===== src/rtl/song_progress_ctrl.sv =====
// rtl/song_progress_ctrl.sv - playback state machine and progress-position controller with button debouncing

// Per-button front end: two-flop synchronizer, stability counter, rising-edge press pulse
module song_progress_debounce #(
  parameter int DEBOUNCE_CYCLES = 1_000_000
) (
  input  logic clk,
  input  logic rst,
  input  logic i_btn,
  output logic o_press
);
  localparam int CW = (DEBOUNCE_CYCLES > 1) ? $clog2(DEBOUNCE_CYCLES) : 1;
  localparam logic [CW-1:0] CNT_LAST = CW'(DEBOUNCE_CYCLES - 1);

  logic          r_sync1;
  logic          r_sync2;
  logic          r_level;
  logic          r_press;
  logic [CW-1:0] r_cnt;
  logic          w_accept;

  // The new level is taken once it has differed from the accepted one for the full window
  assign w_accept = (r_sync2 != r_level) && (r_cnt == CNT_LAST);

  // Bring the raw asynchronous button into the clock domain
  always_ff @(posedge clk) begin
    if (rst) begin
      r_sync1 <= 1'b0;
      r_sync2 <= 1'b0;
    end else begin
      r_sync1 <= i_btn;
      r_sync2 <= r_sync1;
    end
  end

  // Stability counter, accepted level, and a one-cycle pulse on an accepted rise
  always_ff @(posedge clk) begin
    if (rst) begin
      r_cnt   <= '0;
      r_level <= 1'b0;
      r_press <= 1'b0;
    end else begin
      r_press <= w_accept && r_sync2;
      if (r_sync2 == r_level) begin
        r_cnt <= '0;
      end else if (w_accept) begin
        r_cnt   <= '0;
        r_level <= r_sync2;
      end else begin
        r_cnt <= r_cnt + 1'b1;
      end
    end
  end

  assign o_press = r_press;
endmodule

// Top: debounced buttons feed a PAUSED/PLAYING/DONE machine that owns the progress bar
module song_progress_ctrl #(
  parameter int DEBOUNCE_CYCLES = 1_000_000,
  parameter int STEP_CYCLES     = 150_000_000,
  parameter int BAR_MAX         = 140,
  parameter int SEEK_STEP       = 10
) (
  input  logic       clk,
  input  logic       rst,
  input  logic       btn_play,
  input  logic       btn_fwd,
  input  logic       btn_back,
  input  logic       restart,
  output logic       song_pause,
  output logic [7:0] progress,
  output logic       song_done
);
  localparam int SW = (STEP_CYCLES > 1) ? $clog2(STEP_CYCLES) : 1;
  localparam logic [SW-1:0] STEP_LAST = SW'(STEP_CYCLES - 1);
  localparam logic [8:0]    BAR9      = 9'(BAR_MAX);
  localparam logic [8:0]    SEEK9     = 9'(SEEK_STEP);

  typedef enum logic [1:0] {
    ST_PAUSED  = 2'd0,
    ST_PLAYING = 2'd1,
    ST_DONE    = 2'd2
  } state_t;

  state_t        r_state;
  logic [7:0]    r_prog;
  logic [SW-1:0] r_cnt;
  logic          r_pause;
  logic          r_done;

  state_t        w_state_next;
  logic [7:0]    w_prog_next;
  logic [SW-1:0] w_cnt_next;
  logic          w_done_next;
  logic          w_pause_next;

  logic          w_press_play;
  logic          w_press_fwd;
  logic          w_press_back;
  logic          w_seek_fwd;
  logic          w_seek_back;
  logic          w_tick;

  logic [8:0]    w_prog9;
  logic [8:0]    w_sum9;
  logic [8:0]    w_inc9;
  logic          w_fwd_end;
  logic          w_tick_end;
  logic [7:0]    w_fwd_val;
  logic [7:0]    w_back_val;

  song_progress_debounce #(.DEBOUNCE_CYCLES(DEBOUNCE_CYCLES)) u_db_play (
    .clk     (clk),
    .rst     (rst),
    .i_btn   (btn_play),
    .o_press (w_press_play)
  );

  song_progress_debounce #(.DEBOUNCE_CYCLES(DEBOUNCE_CYCLES)) u_db_fwd (
    .clk     (clk),
    .rst     (rst),
    .i_btn   (btn_fwd),
    .o_press (w_press_fwd)
  );

  song_progress_debounce #(.DEBOUNCE_CYCLES(DEBOUNCE_CYCLES)) u_db_back (
    .clk     (clk),
    .rst     (rst),
    .i_btn   (btn_back),
    .o_press (w_press_back)
  );

  // Opposing seeks in the same cycle cancel each other
  assign w_seek_fwd  = w_press_fwd & ~w_press_back;
  assign w_seek_back = w_press_back & ~w_press_fwd;
  assign w_tick      = (r_state == ST_PLAYING) && (r_cnt == STEP_LAST);

  // Position arithmetic is done one bit wider and saturated so progress never wraps
  assign w_prog9    = {1'b0, r_prog};
  assign w_sum9     = w_prog9 + SEEK9;
  assign w_inc9     = w_prog9 + 9'd1;
  assign w_fwd_end  = (w_sum9 >= BAR9);
  assign w_tick_end = (w_inc9 >= BAR9);
  assign w_fwd_val  = w_fwd_end ? BAR9[7:0] : w_sum9[7:0];
  assign w_back_val = (w_prog9 >= SEEK9) ? 8'(w_prog9 - SEEK9) : 8'd0;

  // State, position, step counter and registered outputs
  always_ff @(posedge clk) begin
    if (rst) begin
      r_state <= ST_PAUSED;
      r_prog  <= 8'd0;
      r_cnt   <= '0;
      r_pause <= 1'b1;
      r_done  <= 1'b0;
    end else begin
      r_state <= w_state_next;
      r_prog  <= w_prog_next;
      r_cnt   <= w_cnt_next;
      r_pause <= w_pause_next;
      r_done  <= w_done_next;
    end
  end

  // Next state: restart, then seek (which discards any tick), then tick, then play toggle
  always_comb begin
    w_state_next = r_state;
    w_prog_next  = r_prog;
    w_cnt_next   = r_cnt;
    w_done_next  = 1'b0;
    if (restart) begin
      w_state_next = ST_PAUSED;
      w_prog_next  = 8'd0;
      w_cnt_next   = '0;
    end else begin
      if (w_seek_fwd && (r_state != ST_DONE)) begin
        w_cnt_next  = '0;
        w_prog_next = w_fwd_val;
        if (w_fwd_end) begin
          w_state_next = ST_DONE;
          w_done_next  = 1'b1;
        end
      end else if (w_seek_back) begin
        w_cnt_next  = '0;
        w_prog_next = w_back_val;
        if (r_state == ST_DONE) begin
          w_state_next = ST_PAUSED;
        end
      end else if (r_state == ST_PLAYING) begin
        if (w_tick) begin
          w_cnt_next  = '0;
          w_prog_next = w_inc9[7:0];
          if (w_tick_end) begin
            w_state_next = ST_DONE;
            w_done_next  = 1'b1;
          end
        end else begin
          w_cnt_next = r_cnt + 1'b1;
        end
      end
      // Toggle acts on the post-seek state; entering DONE this cycle drops it
      if (w_press_play && !w_done_next) begin
        case (w_state_next)
          ST_PAUSED:  w_state_next = ST_PLAYING;
          ST_PLAYING: w_state_next = ST_PAUSED;
          ST_DONE: begin
            w_state_next = ST_PLAYING;
            w_prog_next  = 8'd0;
            w_cnt_next   = '0;
          end
          default:    w_state_next = ST_PAUSED;
        endcase
      end
    end
  end

  // Output decode: the play icon shows whenever the song is not playing
  always_comb begin
    w_pause_next = 1'b1;
    if (w_state_next == ST_PLAYING) begin
      w_pause_next = 1'b0;
    end
  end

  assign song_pause = r_pause;
  assign progress   = r_prog;
  assign song_done  = r_done;
endmodule

===== config.mk =====
export PLATFORM = sky130hd
export DESIGN_NAME = song_progress_ctrl
export DESIGN_NICKNAME = d
export VERILOG_FILES = /design/src/rtl/song_progress_ctrl.sv
export SDC_FILE = /design/constraint.sdc
export NUM_CORES = 1
export LEC_CHECK = 0
export CORE_ASPECT_RATIO = 1.5
export CORE_UTILIZATION = 40
export DETAILED_ROUTE_END_ITERATION = 8
export PLACE_DENSITY = 0.67
export SYNTH_ARGS = -nofsm -noshare
export SYNTH_HDL_FRONTEND = slang
export SYNTH_SLANG_ARGS = --single-unit

===== constraint.sdc =====
create_clock -name clk -period 3.5 [get_ports clk]
set_clock_uncertainty 0.1 [all_clocks]
set_input_delay 0.7 -clock clk [delete_from_list [all_inputs] [get_ports clk]]
set_output_delay 0.7 -clock clk [all_outputs]
set_load 0.03 [all_outputs]

# Yosys cells after proc, flatten, opt, wreduce, memory -nomap -nowiden
# Cells that the tools add are included.
# totals
word_cells	104
out_inout_bits	10
input_bits	6
reg_bits	112
# classes
bitwise_logic	7
muxes	33
n_lt_le_gt_ge	3
n_eq_ne	15
reduce_logical	19
add_sub_neg	7
# op_table
cell	count
2-to-1 mux 28 bit	6
2-to-1 mux 8 bit	8
adder 20 x 1 -> 20 bit, second input constant	3
equality test 20 bit, second input constant	3
adder 28 x 1 -> 28 bit, second input constant	1
equality test 28 bit, second input constant	1
2-to-1 mux 2 bit	10
>= comparator 9 x 8 -> 1 bit, second input constant	2
adder 8 x 1 -> 9 bit, second input constant	1
adder 8 x 4 -> 9 bit, second input constant	1
logical AND 1 bit	9
2-to-1 mux 1 bit	9
OR reduction 3 bit	3
>= comparator 8 x 4 -> 1 bit, second input constant	1
subtractor 8 x 4 -> 8 bit, second input constant	1
AND reduction 2 bit	3
inverter 1 bit	5
equality test 2 x 1 -> 1 bit, second input constant	2
equality test 2 bit, second input constant	2
OR reduction 2 bit	2
equality test 1 bit	3
inequality test 1 bit	3
bitwise AND 1 bit	2
logical NOT 2 bit	1
2 further kinds	2

# Depth between registers and ports, before layout
# Gate-level depths: netlist (run 1).
# depth
ltp_word	15
ltp_mapped	10
mapped_depth_nobuf	8

# By module
# Synthesis (run 1) repeated with hierarchy kept, for this count alone.
# hier_totals
hier_cells	660
area_unflattened_um2	5818.1
# modules_own_cells
module	area_each_um2	cells_per_inst	instances	seq_area_each_um2
song_progress_ctrl	2556.2	322	1	800.8
song_progress_debounce at u_db_back ...	1091.0	113	2	480.5
song_progress_debounce at u_db_play	1079.8	112	1	480.5

# Worst setup path after synthesis (run 1)
# Ideal clock, no wire load.
# synth_path
path_kind	reg2reg
startpoint	register r_prog[1], in the netlist progress[1]
endpoint	register r_cnt[15]
t_arrival_ns	2.488
stages_incl_launch_ff	9
slack_ns	0.777
period_less_slack_ns	2.723
required_time_ns	3.265
setup_time_ns	0.135
path_cell_list	dfxtp_1 ha_1 and2_1 xor2_1 a2111oi_4 o31a_2 o2111ai_4 buf_6 nor3_2
# synth_between
elab_chain_cells	11
elab_cells_between_ends	23
# synth_rtl
item	line	text
from (decl)	87	logic [7:0] r_prog;
from (signal assigned)	158	r_prog <= w_prog_next;
adder 8 x 1 -> 9 bit	142	assign w_inc9 = w_prog9 + 9'd1;
>= comparator 9 x 8 -> 1 bit	144	assign w_tick_end = (w_inc9 >= BAR9);
2-to-1 mux 2 bit / 2-to-1 mux 1 bit (equally long branches)	193	if (w_tick_end) begin
2-to-1 mux 2 bit / 2-to-1 mux 1 bit (equally long branches)	190	if (w_tick) begin
2-to-1 mux 2 bit / 2-to-1 mux 1 bit (equally long branches)	189	end else if (r_state == ST_PLAYING) begin
2-to-1 mux 2 bit / 2-to-1 mux 1 bit (equally long branches)	183	end else if (w_seek_back) begin
2-to-1 mux 2 bit / 2-to-1 mux 1 bit (equally long branches)	176	if (w_seek_fwd && (r_state != ST_DONE)) begin
2-to-1 mux 2 bit / 2-to-1 mux 1 bit (equally long branches)	171	if (restart) begin
equality test 2 bit / logical NOT 1 bit (equally long branches)	203, 202	
2-to-1 mux 28 bit / logical AND 1 bit (equally long branches)	203, 202	
2-to-1 mux 28 bit (*)	202	if (w_press_play && !w_done_next) begin
to (signal assigned)	159	r_cnt <= w_cnt_next;
to (decl)	88	logic [SW-1:0] r_cnt;
# Mark *: on every way between the ends. The rest lies on a longest branch, timed or not. The select of a mux whose other input is x is not followed.
# A chain may end at the register's enable or synchronous reset.

# Worst setup path in the final report (run 1)
# layout_path
startpoint	register r_prog[2], in the netlist progress[2]
endpoint	register r_prog[2], in the netlist progress[2]
# layout_between
elab_chain_cells	11
elab_cells_between_ends	31
# layout_rtl
item	line
adder 8 x 1 -> 9 bit	142
>= comparator 9 x 8 -> 1 bit	144
2-to-1 mux 2 bit / 2-to-1 mux 1 bit (equally long branches)	193
2-to-1 mux 2 bit / 2-to-1 mux 1 bit (equally long branches)	190
2-to-1 mux 2 bit / 2-to-1 mux 1 bit (equally long branches)	189
2-to-1 mux 2 bit / 2-to-1 mux 1 bit (equally long branches)	183
2-to-1 mux 2 bit / 2-to-1 mux 1 bit (equally long branches)	176
2-to-1 mux 2 bit / 2-to-1 mux 1 bit (equally long branches)	171
equality test 2 bit / logical NOT 1 bit (equally long branches)	203, 202
2-to-1 mux 8 bit / logical AND 1 bit (equally long branches)	203, 202
2-to-1 mux 8 bit (*)	202
# Marked as above.

==> results.yml, run 1 <==
run_status:
  status: "finished, final reports clean"
sta:
  fin_setup_tns_ns: 0
  min_period_ns: 2.87
  worstMarginPinSlew_ns: 0.753
  slew_violations: 0
  min_period_over_period_pct: 82.0
  rsz0062_at_grt: "no"
  hold_viol: 0
  setup_violations: 0
  fmax_mhz: 349
  slew_headroom_pct: 49.4
logic_synthesis:
  yosys.area.top_type: "dfxtp_1"
  async_flop_share_pct: 0
  syn_avg_cell_area_um2: 8.61
  synthCells: 640
  syn_area_um2: 5510
  synth_area_leaders: "dfxtp_1, xor2_1, nor2_1"
  synthFlopType: "dfxtp_1"
  ys_ff_latch: 112
  synth.top_cells.by_count: "nor2_1, dfxtp_1, nand2_1, xor2_1, xnor2_1"
  synth-warning-count: 0
  synth.top_cell.area_share_pct: 40.7
  seq_area_frac_synth_pct: 40.7
  synth_edf_count: 0
  synth_cell_types: 61
  yosysMostFrequentCell: "nor2_1"
  mappedNetlistNets: 655
clock_network:
  htreeDepth: 3
  cts-root-buf: "clkbuf_16"
  cts_tree: "built"
  clkLatencyLatePin_ns: 0.35
  cts_made_buffers: 9
  cts_buffer_depth: 2
  cts-resized-gates: 0
  path_clk_slew_ns: 0.07
  postCtsSetupRepairBufs: 0
  hold_buffers: 0
  cts_sinks: 112
routing:
  ant_nets: 0
  routed_via_density: 5.44
  totalWireLength_um: 11400
  drt_pass1_iterations: 4
  drc: 0
  wl_per_cell_um: 13.9
  num_vias: 4451
  drt_iter0_drc: 210
min_path:
  hold_path_class: "register to register"
power_and_ir_drop:
  leakage_nw: 1.98
  vdd_drop_max_v: 0.000248
  power_density_nw_per_um2: 389
cells_and_area:
  num_antenna_cells: 0
  syn2layout_area_growth_pct: 10.8
  layout-drive-gt1-share_pct: 6.40
  stdcell_count: 818
  fin_nets: 666
worst_setup_path:
  critPathBufInv: 0
  reg2regPathDepth: 7
  r2r-start: "progress[2]"
  rr_endpoint: "progress[2]"
  r2r_setup_slack_ns: 0.63
  critPathSlowestCell: "o31ai_2"
  worst-path-stages: 7
  start_kind: "register"
  required_ns: 3.61
  path_class: "register to register"
  cp-end-kind: "register"
  crit_family: "compound AO/OA/AOI/OAI gates"
  crit_path_end: "progress[2]"
  cpPeakStageDelay_ns: 0.58
  crit_path_start: "progress[2]"
  cp_data_arrival_time_ns: 2.98
  path_max_fanout: 11
  path_cells: "ha_1, and2_1, xor2_1, a2111oi_4, o31a_2, o31ai_2, a211oi_1"
floorplanning:
  die-height_um: 146
  core_area_um2: 13500
  io_pins: 16
  die_x_um: 97.8
  rows: 52
  start_util_pct: 40.9
  die_area_um2: 14300
placement:
  place.gp.congestion: 0.859
  hpwl_um: 8290
  io_buffers: 15
  placed_cells: 802
grt:
  met1_usage_pct: 18.4
  grt.total_usage_pct: 17.1
  globalRouteOverflowTotal: 0
  antenna_found_initial: 0
  grtUsageMet3_pct: 3.12
  grt_max_degree: 29
  first_global_vias: 4513
  grt_use_met2_pct: 31.3
  busiest_layer: "met2"
  grt_pass1_wl_um: 19900
job:
  maxCapViolations: 0
==> power by group <==
group / internal (mW) / switching, mW / total (mW)
clock network: 0.585 / 0.475 / 1.06
registers: 1.28 / 0.00242 / 1.28
logic: 0.0130 / 0.0203 / 0.0333
==> how the worst min path moves through the flow <==
stage | startpoint | depth (start not counted) | slack (ns) | endpoint
after global placement | u_db_fwd.r_cnt[0] | 1 | 0.32 | u_db_fwd.r_cnt[0]
after floorplan | u_db_fwd.r_cnt[0] | 1 | 0.31 | u_db_fwd.r_cnt[0]
after detailed placement | u_db_fwd.r_cnt[0] | 1 | 0.33 | u_db_fwd.r_cnt[0]
after CTS | u_db_fwd.r_cnt[0] | 1 | 0.34 | u_db_fwd.r_cnt[0]
after global routing | u_db_fwd.r_sync1 | 1 | 0.36 | u_db_fwd.r_sync2
final | u_db_fwd.r_cnt[0] | 1 | 0.34 | u_db_fwd.r_cnt[0]
==> layer usage <==
layer,part of all wire (%),vias to the layer above
li1,-,2234
met1,42,2123
met2,53,65
met3,2.1,29
met4,3.3,0
met5,0,-
==> logic make-up (layout without fill, tap and decap cells) <==
logic type,after synthesis,after routing,synth area share (%)
xor gates and xnor gates,88,88,14.0
AOI/OAI and AO/OA,59,59,8.97
muxes,4,4,0.727
DFF,112,112,40.7
buffers and inverters,37,53,2.97
and+or+nand+nor,331,331,30.6
adders and majority gates,9,9,2.04
==> metrics by stage <==
| step | hold slack, ns | total power, mW | instance area [µm²] | worst slack (ns) | util [%] |
|---|---|---|---|---|---|
| finish | 0.336 | 2.37 | 6110 | 0.631 | 45.3 |
| global route | 0.361 | 2.45 | 6110 | 0.423 | 45.3 |
| CTS | 0.341 | 2.40 | 6110 | 0.635 | 45.3 |
| detailed placement | 0.328 | 1.34 | 5800 | 0.623 | 43.1 |
| global placement | 0.321 | 1.34 | 5800 | 0.759 | 43.1 |
| floorplan | 0.313 | 1.33 | 5510 | 0.777 | - |
==> cells in the final DEF, fill, tap and decap left out, drive strengths merged, types with 9 or more instances in the layout <==
master / count
nor2: 119
dfxtp: 112
nand2: 52
xor2: 51
xnor2: 37
nand3: 33
nor3: 29
nand4: 27
inv: 19
clkdlybuf4s50: 15
nor2b: 12
a21oi: 12
and3: 12
clkbuf: 12
o21ai: 10
nor4: 10
ha: 9
==> sequential cells by signal, indices dropped and copies added (netlist names), 2 cells and up <==
register	flops
r_state	2
r_cnt	28
u_db_fwd.r_cnt	20
progress	8
u_db_back.r_cnt	20
u_db_play.r_cnt	20
==> cell type report <==
cell class                      instances  area, µm²
Clock inverter                          4       58.8
Clock buffer                           12        246
Sequential cell                       112       2240
Fill cell                            1336       7360
Multi-Input combinational cell        491       3100
Timing Repair Buffer                   20        188
Inverter                               17       63.8
Tap cell                              162        203
Power figures use the tool's default switching activity.
==> run 2: changes to the inputs <==
Clock period 3.5 ns to 2.65 ns, I/O delays scaled along.
==> results.yml, run 2 (same netlist as run 1, synthesis figures left out) <==
worst_setup_path:
  cp-end-kind: "register"
  path_class: "register to register"
  critPathSlowestCell: "dfxtp_1"
  path_max_fanout: 28
  r2r_setup_slack_ns: 0.14
  critPathBufInv: 1
  path_cells: "ha_2, and2_1, xor2_1, a2111oi_4, o31a_2, o2111ai_4, buf_12, nor3_1"
  cp_data_arrival_time_ns: 2.65
  crit_family: "compound AO/OA/AOI/OAI gates"
  start_kind: "register"
  cpPeakStageDelay_ns: 0.45
  required_ns: 2.79
sta:
  worstMarginPinSlew_ns: 0.659
  min_period_over_period_pct: 94.8
  fin_setup_tns_ns: 0
  rsz0062_at_grt: "no"
  setup_violations: 0
  fmax_mhz: 398
  slew_headroom_pct: 56.1
  slew_violations: 0
  min_period_ns: 2.51
  hold_viol: 0
power_and_ir_drop:
  finalPower_mw: 3.01
  leakage_nw: 2.05
  power_density_nw_per_um2: 485
  vdd_drop_max_v: 0.000313
clock_network:
  htreeDepth: 3
  cts_buffer_depth: 2
  cts_made_buffers: 9
  clkLatencyLatePin_ns: 0.35
  cts_tree: "built"
  hold_buffers: 0
  cts-root-buf: "clkbuf_16"
  path_clk_slew_ns: 0.07
  cts_sinks: 112
routing:
  drt_iter0_drc: 206
  num_vias: 4496
  totalWireLength_um: 11300
  drt_pass1_iterations: 5
  ant_nets: 0
  routed_via_density: 5.40
  drc: 0
  wl_per_cell_um: 13.6
placement:
  io_buffers: 15
  hpwl_um: 8360
  place.gp.congestion: 0.888
grt:
  antenna_found_initial: 0
  grt_pass1_wl_um: 19600
  grt_max_degree: 29
  grt.total_usage_pct: 16.7
  globalRouteOverflowTotal: 0
  first_global_vias: 4473
cells_and_area:
  mostFrequentLayoutCell: "nor2_1"
  fin_nets: 683
  syn2layout_area_growth_pct: 12.8
  layout-drive-gt1-share_pct: 8.94
  mostFrequentLayoutCells: "nor2_1, dfxtp_1, nand2_1"
  multi_input_area_um2: 3110
  largest-register: "r_cnt"
  largest_register_ffs: 28
  register_area_um2: 2240
  fill_cells: 1252
  num_antenna_cells: 0
floorplanning:
  die_x_um: 97.8
  rows: 52
  core_area_um2: 13500
  die-height_um: 146
  die_area_um2: 14300
  start_util_pct: 40.9
  io_pins: 16
job:
  maxCapViolations: 0
min_path:
  hold_path_class: "register to register"
run_status:
  status: "finished, final reports clean"
## run 2: final timing paths
check | start | endpoint | cells after the start
worst min-delay path | u_db_fwd.r_cnt[0] | u_db_fwd.r_cnt[0] | 1
worst min register to register | u_db_fwd.r_cnt[0] | u_db_fwd.r_cnt[0] | 1
worst max-delay path | progress[2] | r_cnt[12] | 8
worst max register to register | progress[2] | r_cnt[12] | 8
## run 2: timing repair
| action | CTS | global route |
|---|---|---|
| endpoints found under the setup margin | 0 | 35 |
| resized for setup | 0 | 1 |
| buffers inserted | 0 | 0 |
## run 2: where the power goes
group | switching (mW) | leakage (nW) | total (mW) | internal (mW)
clock network | 0.612 | 0.130 | 1.28 | 0.664
logic | 0.0268 | 1.02 | 0.0488 | 0.0220
registers | 0.00328 | 0.904 | 1.69 | 1.69
total | 0.642 | 2.05 | 3.01 | 2.37
## run 2: cell type report
type                       count  share of cell area (%)
multi-input combinational    491                    50.0
sequential                   112                    36.1
timing repair buffer          37                    5.27
clock buffer                  11                    3.91
tap                          162                    3.26
inverter                      17                    1.03
clock inverter                 3                   0.443
## run 2: per-layer routing
layer / GRT usage (%) / vias to the layer above / wire [µm]
met5: 0 / - / 0
met4: 9.24 / 0 / 355
met3: 3.55 / 25 / 276
met2: 30.3 / 59 / 5970
met1: 17.7 / 2144 / 4690
li1: - / 2268 / -
## run 2: through the flow
step / area [µm²] / utilization (%) / cells / setup slack (ns) / hold slack [ns]
after detailed placement: 5940 / 44.1 / 819 / 0.0972 / 0.338
after global placement: 5940 / 44.1 / 819 / 0.207 / 0.318
final: 6210 / 46.1 / 833 / 0.139 / 0.345
after floorplan: 5510 / - / 640 / 0.0778 / 0.313
after CTS: 6210 / 46.1 / 833 / 0.0849 / 0.348
after global routing: 6210 / 46.1 / 833 / 0.00577 / 0.364
